File: src/rtl/hazard_scoreboard.sv
// Hazard scoreboard for a 5-stage pipeline: tracks the writers in E/M/W and
// decides D-stage stall and operand forwarding from their tnew/tuse timing.
module hazard_scoreboard #(
    parameter int CNT_W = 16
) (
    input  logic             clk,
    input  logic             rst_n,
    input  logic [4:0]       d_rs,
    input  logic             d_use_rs,
    input  logic             d_tuse_rs,
    input  logic [4:0]       d_rt,
    input  logic             d_use_rt,
    input  logic [1:0]       d_tuse_rt,
    input  logic             d_we,
    input  logic [4:0]       d_dst,
    input  logic [1:0]       d_tnew,
    input  logic             flush,
    output logic             stall,
    output logic [1:0]       fwd_rs,
    output logic [1:0]       fwd_rt,
    output logic [CNT_W-1:0] stall_cnt
);

    typedef struct packed {
        logic       valid;
        logic [4:0] dst;
        logic [1:0] tnew;
    } slot_t;

    slot_t slot_e, slot_m, slot_w;
    logic [2:0] res_rs, res_rt;

    function automatic logic hit(input slot_t s, input logic [4:0] r);
        return s.valid && (s.dst != 5'd0) && (s.dst == r);
    endfunction

    // Returns {stall, fwd}; only the youngest matching slot is consulted.
    function automatic logic [2:0] resolve(input slot_t e, input slot_t m, input slot_t w,
                                           input logic rd, input logic [4:0] r,
                                           input logic [1:0] tuse);
        logic       stl;
        logic [1:0] fwd;
        stl = 1'b0;
        fwd = 2'd0;
        if (rd && r != 5'd0) begin
            if (hit(e, r)) begin
                stl = e.tnew > tuse;
                fwd = (e.tnew == 2'd0) ? 2'd1 : 2'd0;
            end else if (hit(m, r)) begin
                stl = m.tnew > tuse;
                fwd = (m.tnew == 2'd0) ? 2'd2 : 2'd0;
            end else if (hit(w, r)) begin
                fwd = (w.tnew == 2'd0) ? 2'd3 : 2'd0;
            end
        end
        return {stl, fwd};
    endfunction

    always_comb begin
        res_rs = resolve(slot_e, slot_m, slot_w, d_use_rs, d_rs, {1'b0, d_tuse_rs});
        res_rt = resolve(slot_e, slot_m, slot_w, d_use_rt, d_rt, d_tuse_rt);
        stall  = !flush && (res_rs[2] || res_rt[2]);
        fwd_rs = res_rs[1:0];
        fwd_rt = res_rt[1:0];
    end

    always_ff @(posedge clk or negedge rst_n) begin
        if (!rst_n) begin
            slot_e    <= '0;
            slot_m    <= '0;
            slot_w    <= '0;
            stall_cnt <= '0;
        end else begin
            // A stalled or flushed D instruction enters E as a bubble.
            if (stall || flush) slot_e <= '0;
            else                slot_e <= '{valid: d_we, dst: d_dst, tnew: d_tnew};
            slot_m <= '{valid: slot_e.valid, dst: slot_e.dst,
                        tnew: (slot_e.tnew == 2'd0) ? 2'd0 : slot_e.tnew - 2'd1};
            slot_w <= '{valid: slot_m.valid, dst: slot_m.dst, tnew: 2'd0};
            if (stall && stall_cnt != '1) stall_cnt <= stall_cnt + 1'b1;
        end
    end

endmodule

File: config.mk
export PLATFORM = sky130hd
export DESIGN_NAME = hazard_scoreboard
export DESIGN_NICKNAME = d
export VERILOG_FILES = /design/src/rtl/hazard_scoreboard.sv
export SDC_FILE = /design/constraint.sdc
export NUM_CORES = 1
export LEC_CHECK = 0
export BUFFER_PORTS_ARGS = -buffer_cell sky130_fd_sc_hd__buf_4
export CORE_ASPECT_RATIO = 0.5
export CORE_MARGIN = 2
export CORE_UTILIZATION = 35
export CTS_CLUSTER_DIAMETER = 100
export CTS_CLUSTER_SIZE = 10
export DETAILED_ROUTE_END_ITERATION = 8
export PLACE_DENSITY = 0.64
export SLEW_MARGIN = 30
export SYNTH_ARGS = -nofsm -noshare
export SYNTH_HDL_FRONTEND = slang
export SYNTH_SLANG_ARGS = --single-unit
File: constraint.sdc
create_clock -name clk -period 3.4 [get_ports clk]
set_input_delay 0.34 -clock clk [delete_from_list [all_inputs] [get_ports clk]]
set_output_delay 0.34 -clock clk [all_outputs]
set_load 0.005 [all_outputs]
Word-level counts from Yosys, hierarchy flattened
Index checks and enable logic that the tools add are counted.
{"block": "totals", "ff_bits": 38, "in_bits": 26, "word_cells": 63}
{"block": "classes", "add_sub_neg": 2, "order_cmp": 4, "n_eq_ne": 7, "n_mux": 18, "n_reduce_logical": 23}
{"op": "$eq A5 B5 Y1", "count": 6}
{"op": "$reduce_bool A5 Y1", "count": 5}
{"op": "$mux W2", "count": 10}
{"op": "$add A16 B1 Y16 const B", "count": 1}
{"op": "$ne A16 B16 Y1 const B", "count": 1}
{"op": "$logic_and A1 B1 Y1", "count": 13}
{"op": "$mux W8", "count": 1}
{"op": "$mux W1", "count": 7}
{"op": "$gt A2 B1 Y1", "count": 2}
{"op": "$gt A2 B2 Y1", "count": 2}
{"op": "$logic_not A2 Y1", "count": 2}
{"op": "$logic_or A1 B1 Y1", "count": 2}
{"op": "$sub A2 B1 Y2 const B", "count": 1}
{"op": "$logic_not A1 Y1", "count": 1}

Longest topological paths before layout
Gate-level depths: netlist of the first run.
{"block": "depth", "word_depth": 10, "ltp_mapped": 10, "mapped_depth_nobuf": 9}

Worst setup path after synthesis of the first run
Ideal clock, no wire load.
{"block": "synth_path", "path_kind": "register -> output", "from": "register slot_e[3] (netlist bit)", "to": "output stall", "arrival_time_ps": 1998, "required_ps": 3060, "slack_ps": 1062, "stages_incl_launch_ff": 8, "cell_sequence": "dfrtp_1 or4_1 o21ai_2 nor4_2 nor3b_1 o32ai_4 buf_6 nor2b_1"}
{"block": "synth_via", "elab_chain_cells": 7}
{"element": "from (decl)", "line_no": "30", "rtl": "slot_t slot_e, slot_m, slot_w;"}
{"element": "from (signal assigned)", "line_no": "76", "rtl": "else slot_e <= '{valid: d_we, dst: d_dst, tnew: d_tnew};"}
{"element": "$reduce_bool A5 Y1", "line_no": "34", "rtl": "return s.valid && (s.dst != 5'd0) && (s.dst == r);"}
{"element": "$logic_and A1 B1 Y1 (2 in a row)", "line_no": "34"}
{"element": "$mux W1", "line_no": "46", "rtl": "if (hit(e, r)) begin"}
{"element": "$mux W1", "line_no": "45", "rtl": "if (rd && r != 5'd0) begin"}
{"element": "$logic_or A1 B1 Y1 (*)", "line_no": "62", "rtl": "stall = !flush && (res_rs[2] || res_rt[2]);"}
{"element": "$logic_and A1 B1 Y1 (*)", "line_no": "62"}
{"element": "to (decl)", "line_no": "18", "rtl": "output logic stall,"}
Mark *: on every way between the ends. The rest lies on a longest branch, timed or not.

Worst setup path after layout of the first run
{"block": "layout_path", "from": "register slot_m[3] (netlist bit)", "to": "output stall"}
{"block": "layout_via", "elab_chain_cells": 8}
{"element": "from (decl)", "line_no": "30"}
{"element": "from (signal assigned)", "line_no": "77", "rtl": "slot_m <= '{valid: slot_e.valid, dst: slot_e.dst,"}
{"element": "$reduce_bool A5 Y1", "line_no": "34"}
{"element": "$logic_and A1 B1 Y1 (2 in a row)", "line_no": "34"}
{"element": "$mux W1", "line_no": "49", "rtl": "end else if (hit(m, r)) begin"}
{"element": "$mux W1", "line_no": "46"}
{"element": "$mux W1", "line_no": "45"}
{"element": "$logic_or A1 B1 Y1 (*)", "line_no": "62"}
{"element": "$logic_and A1 B1 Y1 (*)", "line_no": "62"}
Marked as above.

==> results_dict.tcl, run 1 <==
set metrics [dict create \
    list_of_cells_traversed_by_the_critical_path "xnor2_1 > nand3_1 > nor4_1 > a21oi_1 > o32ai_4 > nor2b_1 > buf_4" \
    power.leakage_nw 1.21 \
    required_time_at_the_endpoint_of_the_critical_path_ns 3.06 \
    postSynthRegisterBits 38 \
    synth_enable_flop_cells 0 \
    floorplan.die_area_sq_mm 0.00655 \
    cp_slowest_stage_delay_ns 0.65 \
    worstPathArrival_ns 2.63 \
    pre_cts_slack_ns 0.726 \
    height_of_the_die_um 58.2 \
    cts_num_sinks 38 \
    synth.area.top_cells "sky130_fd_sc_hd__dfrtp_1 46%, sky130_fd_sc_hd__xnor2_1 11%, sky130_fd_sc_hd__xor2_1 6.8%, sky130_fd_sc_hd__ha_1 4.3%, sky130_fd_sc_hd__and2_1 2.7%" \
    clock_slew_at_reported_path_ffs_ns 0.06 \
    cts_post_setup_buffers_inserted 0 \
    number_of_max_cap_violations 0 \
    critical_path.startpoint_type "register" \
    setup_viol 0 \
    status "completed" \
    port_buffers 46 \
    final_area_sq_mm 0.00268 \
    sequentialPowerShare_pct 40.2 \
    drt_pre_antenna_iters 4 \
    area_growth_pct 30.1 \
    grt_overflow_total 0 \
    worstPathBufferInverterCount 1 \
    timing.final.crit_period_ns 2.97 \
    ant_nets 0 \
    finalNetCount 277 \
    setup_repair_after_global_routing_missed_its_margin "no" \
    globalRouteTotalUtil_pct 14.9 \
    tritoncts "built" \
    synth.yosys.warnings 0 \
    cts.hold.buffers_added 0 \
    critPathTopFamily "compound AO/OA/AOI/OAI gates" \
    grt_pass1_vias 1584 \
    synthCells 192 \
    io_pins 47 \
    synth_area_sq_mm 0.00206 \
    first_pass_grt_wire_length_um 7610 \
    crit_path_category "reg2out" \
    max_slew.worst_pin.slew_ns 0.724 \
    critical_path.slowest_cell "sky130_fd_sc_hd__o32ai_4" \
    synth.distinct_cells 30 \
    drc 0 \
    power.density_cell_area_mw_per_mm2 454 \
    regToRegSetupSlack_ns 0.73 \
    timing.hold.worst.class "in2async" \
    cp_max_fo 17 \
    clk_path_buf_depth 2 \
    wl_um 4610 \
    yosys-top-cells-count "38 x sky130_fd_sc_hd__dfrtp_1, 27 x sky130_fd_sc_hd__xnor2_1, 16 x sky130_fd_sc_hd__xor2_1" \
    drv_slew 0 \
    crit_path_end_kind "output pin" \
    cellInternalPower_uw 950 \
    vias_per_cell 5.03 \
    synthesis.nets 225 \
    vdd_ir_drop_max_mv 0.278 \
    top_cell_type_s_share_of_synthesized_area_pct 46.2 \
    tns_ns 0 \
    design.core.area_sq_mm 0.00559 \
    clkLatencyLatePin_ns 0.28 \
    timing.final.crit_share_pct 87.3 \
    cts.repair.resized 0 \
    yosys.cell_count.top_type "sky130_fd_sc_hd__dfrtp_1" \
    avg_inst_size_synth_sq_um 10.7 \
    cts-root-buf "sky130_fd_sc_hd__clkbuf_16" \
    power.share.combinational_pct 9.6 \
    detailedRoute.firstIterationViolations 46 \
    ys_async_sr_fraction_pct 100 \
    power.switching_uw 266 \
    fmax_mhz 337 \
    power.share.switching_pct 21.8 \
    grt_start_max_net_pins 39 \
    antenna_cells 0 \
    yosys_most_used_dff "sky130_fd_sc_hd__dfrtp_1" \
    clock_power_share_pct 50.2 \
    worst_clock_skew_ns 0.00666 \
    inserted_clock_buffers 5 \
    synth.largest_area_cell "sky130_fd_sc_hd__dfrtp_1" \
    vias 1599 \
    reg2reg_from "slot_m[3]" \
    hold_slack_ns 0.0304 \
    grt_antenna_before_repair 0 \
    timing.rr.end "stall_cnt[12]" \
    headroom_to_the_max_slew_limit_pct 51.3 \
    final_critical_path_setup_slack_ns 0.432 \
    fp-row-count 19 \
    starting_utilization_of_the_core_area_pct 36.9 \
    ctsHtreeMaxLevel 2 \
    gp_routability_congestion 0.881 \
    die_width_um 112 \
    drive_gt1_share_pct 24.1 \
    reg2regPathDepth 7 \
    synth-seq-area-share_pct 46.2 \
    post-dp-hpwl_um 3420 \
    hold_viol 0 \
    detailed_place.area_sq_mm 0.00248 \
    layout.filler_cells 524 \
    wl_per_cell_um 14.5 \
]
## flip-flops by register name, indices dropped and copies added (netlist names)
| name | cells |
|---|---|
| slot_w | 6 |
| stall_cnt | 16 |
| slot_e | 8 |
| slot_m | 8 |
## stage by stage
stage | total power [mW] | instances | utilization, %
2_1_floorplan | 0.553 | 192 | -
3_3_place_gp | 0.612 | 310 | 44.5
3_5_place_dp | 0.614 | 310 | 44.5
4_1_cts | 1.22 | 318 | 48.0
5_1_grt | 1.26 | 318 | 48.0
6_report | 1.22 | 318 | 48.0
## final cells by class
| cell class | count | area [sq um] | area share [%] |
|---|---|---|---|
| Clock inverter | 3 | 68.8 | 2.57 |
| Clock buffer | 5 | 125 | 4.67 |
| Sequential cell | 38 | 951 | 35.5 |
| Inverter | 4 | 15.0 | 0.560 |
| Tap cell | 73 | 91.3 | 3.41 |
| Timing Repair Buffer | 46 | 345 | 12.9 |
| Multi-Input combinational cell | 149 | 1080 | 40.4 |
## cell families after synthesis
family,after synthesis,share of synthesized area (%)
XOR/XNOR,43,18.3
flip-flops,38,46.2
buffers and inverters,5,1.28
adder cells (fa/ha/maj),7,4.25
AND/OR/NAND/NOR,79,21.9
multiplexers,6,3.10
AO/OA/AOI/OAI,14,4.98
## power by group through the flow
stage	clock [mW]	combinational [mW]	sequential, mW
6_report	0.611	0.116	0.489
5_1_grt	0.640	0.129	0.491
3_3_place_gp	0	0.115	0.497
3_5_place_dp	0	0.117	0.497
4_1_cts	0.616	0.118	0.489
2_1_floorplan	0	0.0603	0.492
## worst max-delay path by stage
stage	start	endpoint	slack (ns)	depth (start not counted)
finish	slot_m[3]	stall	0.43	7
global route	slot_m[3]	stall	0.26	7
CTS	slot_m[3]	stall	0.43	7
detailed placement	d_rs[1]	stall_cnt[12]	0.73	8
global placement	slot_e[3]	stall	0.77	7
floorplan	slot_e[3]	stall	1.06	7
## metal layers
layer / vias up / share of wire, % / GRT usage, %
met2: 29 / 50 / 25.4
met3: 8 / 3.9 / 3.56
met5: - / 0 / 0
li1: 780 / - / -
met4: 0 / 1.3 / 6.27
met1: 782 / 45 / 18.6
## placed cells by master (no fill, tap or decap), types with 8 or more instances in the layout
| cell type | count |
|---|---|
| sky130_fd_sc_hd__nor2_1 | 10 |
| sky130_fd_sc_hd__and3_1 | 8 |
| sky130_fd_sc_hd__nand2_1 | 8 |
| sky130_fd_sc_hd__xor2_1 | 16 |
| sky130_fd_sc_hd__dfrtp_1 | 38 |
| sky130_fd_sc_hd__nand3_1 | 11 |
| sky130_fd_sc_hd__buf_4 | 46 |
| sky130_fd_sc_hd__xnor2_1 | 27 |
| sky130_fd_sc_hd__and2_1 | 9 |
Power figures use the tool's default switching activity.
==> run 2, diff against run 1 <==
--- a/config.mk
+++ b/config.mk
@@ -12,7 +12,6 @@
 export CTS_CLUSTER_DIAMETER = 100
 export CTS_CLUSTER_SIZE = 10
 export DETAILED_ROUTE_END_ITERATION = 8
-export PLACE_DENSITY = 0.64
 export SLEW_MARGIN = 30
 export SYNTH_ARGS = -nofsm -noshare
 export SYNTH_HDL_FRONTEND = slang
==> constraint.sdc (replaced) <==
create_clock -name clk -period 2.6 [get_ports clk]
set_input_delay 0.26 -clock clk [delete_from_list [all_inputs] [get_ports clk]]
set_output_delay 0.26 -clock clk [all_outputs]
set_load 0.005 [all_outputs]
==> results_dict.tcl, run 2 (synthesis results as in run 1) <==
set metrics [dict create \
    globalRouteMet1Util_pct 19.5 \
    wl_um 4750 \
    floorplan.die_area_sq_mm 0.00655 \
    hold_slack_ns 0.187 \
    total_power_mw 1.43 \
    grt_overflow_total 0 \
    power.leakage_nw 1.27 \
    max_slew.worst_pin.slew_ns 0.501 \
    number_of_max_cap_violations 0 \
    vias_per_cell 5.05 \
    ctsHtreeMaxLevel 2 \
    drt_pre_antenna_iters 4 \
    global_route_met2_usage_pct 25.4 \
    setup_viol 0 \
    headroom_to_the_max_slew_limit_pct 66.3 \
    largest_register_ffs 16 \
    drv_slew 0 \
    first_pass_grt_wire_length_um 7620 \
    port_buffers 46 \
    clock_slew_at_reported_path_ffs_ns 0.06 \
    cts-root-buf "sky130_fd_sc_hd__clkbuf_16" \
    ant_nets 0 \
    grt_start_max_net_pins 39 \
    fmax_mhz 397 \
    layout.cells.most_common "sky130_fd_sc_hd__buf_4" \
    worstPathArrival_ns 2.26 \
    timing.final.crit_share_pct 96.8 \
    grt_antenna_before_repair 0 \
    grt_pass1_vias 1645 \
    io_pins 47 \
    required_time_at_the_endpoint_of_the_critical_path_ns 2.34 \
    post-dp-hpwl_um 3540 \
    vdd_ir_drop_max_mv 0.271 \
    design.core.area_sq_mm 0.00559 \
    antenna_cells 0 \
    critical_path.startpoint_type "register" \
    crit_path_category "reg2out" \
    timing.hold.worst.class "in2reg" \
    fp-row-count 19 \
    use_met3_pct 3.66 \
    final_area_sq_mm 0.00282 \
    tritoncts "built" \
    hold_viol 0 \
    die_width_um 112 \
    detailed_place.area_sq_mm 0.00251 \
    drc 0 \
    busiest_layer "met2" \
    vias 1658 \
    timing.final.crit_period_ns 2.52 \
    cp_max_fo 4 \
    drive_gt1_share_pct 31.0 \
    top_register "stall_cnt" \
    starting_utilization_of_the_core_area_pct 36.9 \
    largest_regs "stall_cnt (16), slot_e (8), slot_m (8)" \
    area_growth_pct 37.1 \
    status "completed" \
    clkLatencyLatePin_ns 0.28 \
    wl_per_cell_um 14.5 \
    finish.utilization_pct 50.5 \
    gp_routability_congestion 0.785 \
    height_of_the_die_um 58.2 \
    power.density_cell_area_mw_per_mm2 507 \
    worst_clock_skew_ns 0.00378 \
    cts_num_sinks 38 \
    layout.cells.most_common_list "55 x sky130_fd_sc_hd__buf_4, 38 x sky130_fd_sc_hd__dfrtp_1, 27 x sky130_fd_sc_hd__xnor2_1" \
    finalNetCount 287 \
    detailedRoute.firstIterationViolations 67 \
    globalRouteTotalUtil_pct 15.0 \
    inserted_clock_buffers 5 \
    crit_path_end_kind "output pin" \
    clk_path_buf_depth 2 \
]
[run 2: path summary, 6_finish.rpt]
kind | start | to | slack [ns] | cells after the start
setup / recovery | slot_m[6] | stall | 0.08 | 7
hold / removal | d_tnew[0] | slot_e[0] | 0.19 | 2
setup reg to reg | slot_e[4] | stall_cnt[12] | 0.19 | 8
hold reg to reg | slot_e[7] | slot_m[7] | 0.44 | 0
max in group asynchronous | rst_n | slot_w[4] | 1.78 | 2
min in group asynchronous | rst_n | stall_cnt[14] | 0.49 | 2
[run 2: worst max-delay path, stage by stage, from the launching register on]
cell and delay, ns:
sky130_fd_sc_hd__dfrtp_1 0.42, sky130_fd_sc_hd__or4_4 0.56, sky130_fd_sc_hd__o21ai_4 0.23, sky130_fd_sc_hd__nor3_2 0.08
sky130_fd_sc_hd__mux2i_2 0.23, sky130_fd_sc_hd__o32ai_4 0.14, sky130_fd_sc_hd__nor2b_2 0.19, sky130_fd_sc_hd__buf_4 0.13
[run 2: report_power, final]
group / total [mW] / switching (mW) / leakage, nW / internal (mW)
Sequential: 0.640 / 0.0263 / 0.508 / 0.614
Combinational: 0.187 / 0.0942 / 0.683 / 0.0927
Clock: 0.604 / 0.224 / 0.0739 / 0.380
[run 2: metal layers]
layer	share of wire, %	vias up	wire [um]
met2	50	32	2390
met5	0	-	0
met3	4.1	4	193
met4	0.93	0	44
li1	-	806	-
met1	45	816	2130
[run 2: layout make-up]
class	count	area, sq um
fillers	485	2760
multi-input cells	149	1190
flip-flops and latches	38	951
repair buffers	56	423
clock buffers	7	143
well taps	73	91.3
inverters	4	15.0
clock inverters	1	5.00
[run 2: what timing repair did]
item / 4_1_cts / 5_1_grt
setup endpoints to repair: 3 / 8
hold buffers: 1 / 0
resized for setup: 8 / 12
gates cloned: 0 / 0
buffers inserted: 4 / 2
pin swaps: 1 / 6
endpoints found under the hold margin: 38 / 0
[run 2: stage by stage]
| stage | setup WS, ns | cells | setup TNS (ns) |
|---|---|---|---|
| detailed placement | 0.162 | 314 | 0 |
| finish | 0.0834 | 328 | 0 |
| global route | -0.0137 | 328 | -0.0137 |
| floorplan | 0.342 | 192 | 0 |
| global placement | 0.181 | 314 | 0 |
| CTS | 0.00458 | 327 | 0 |
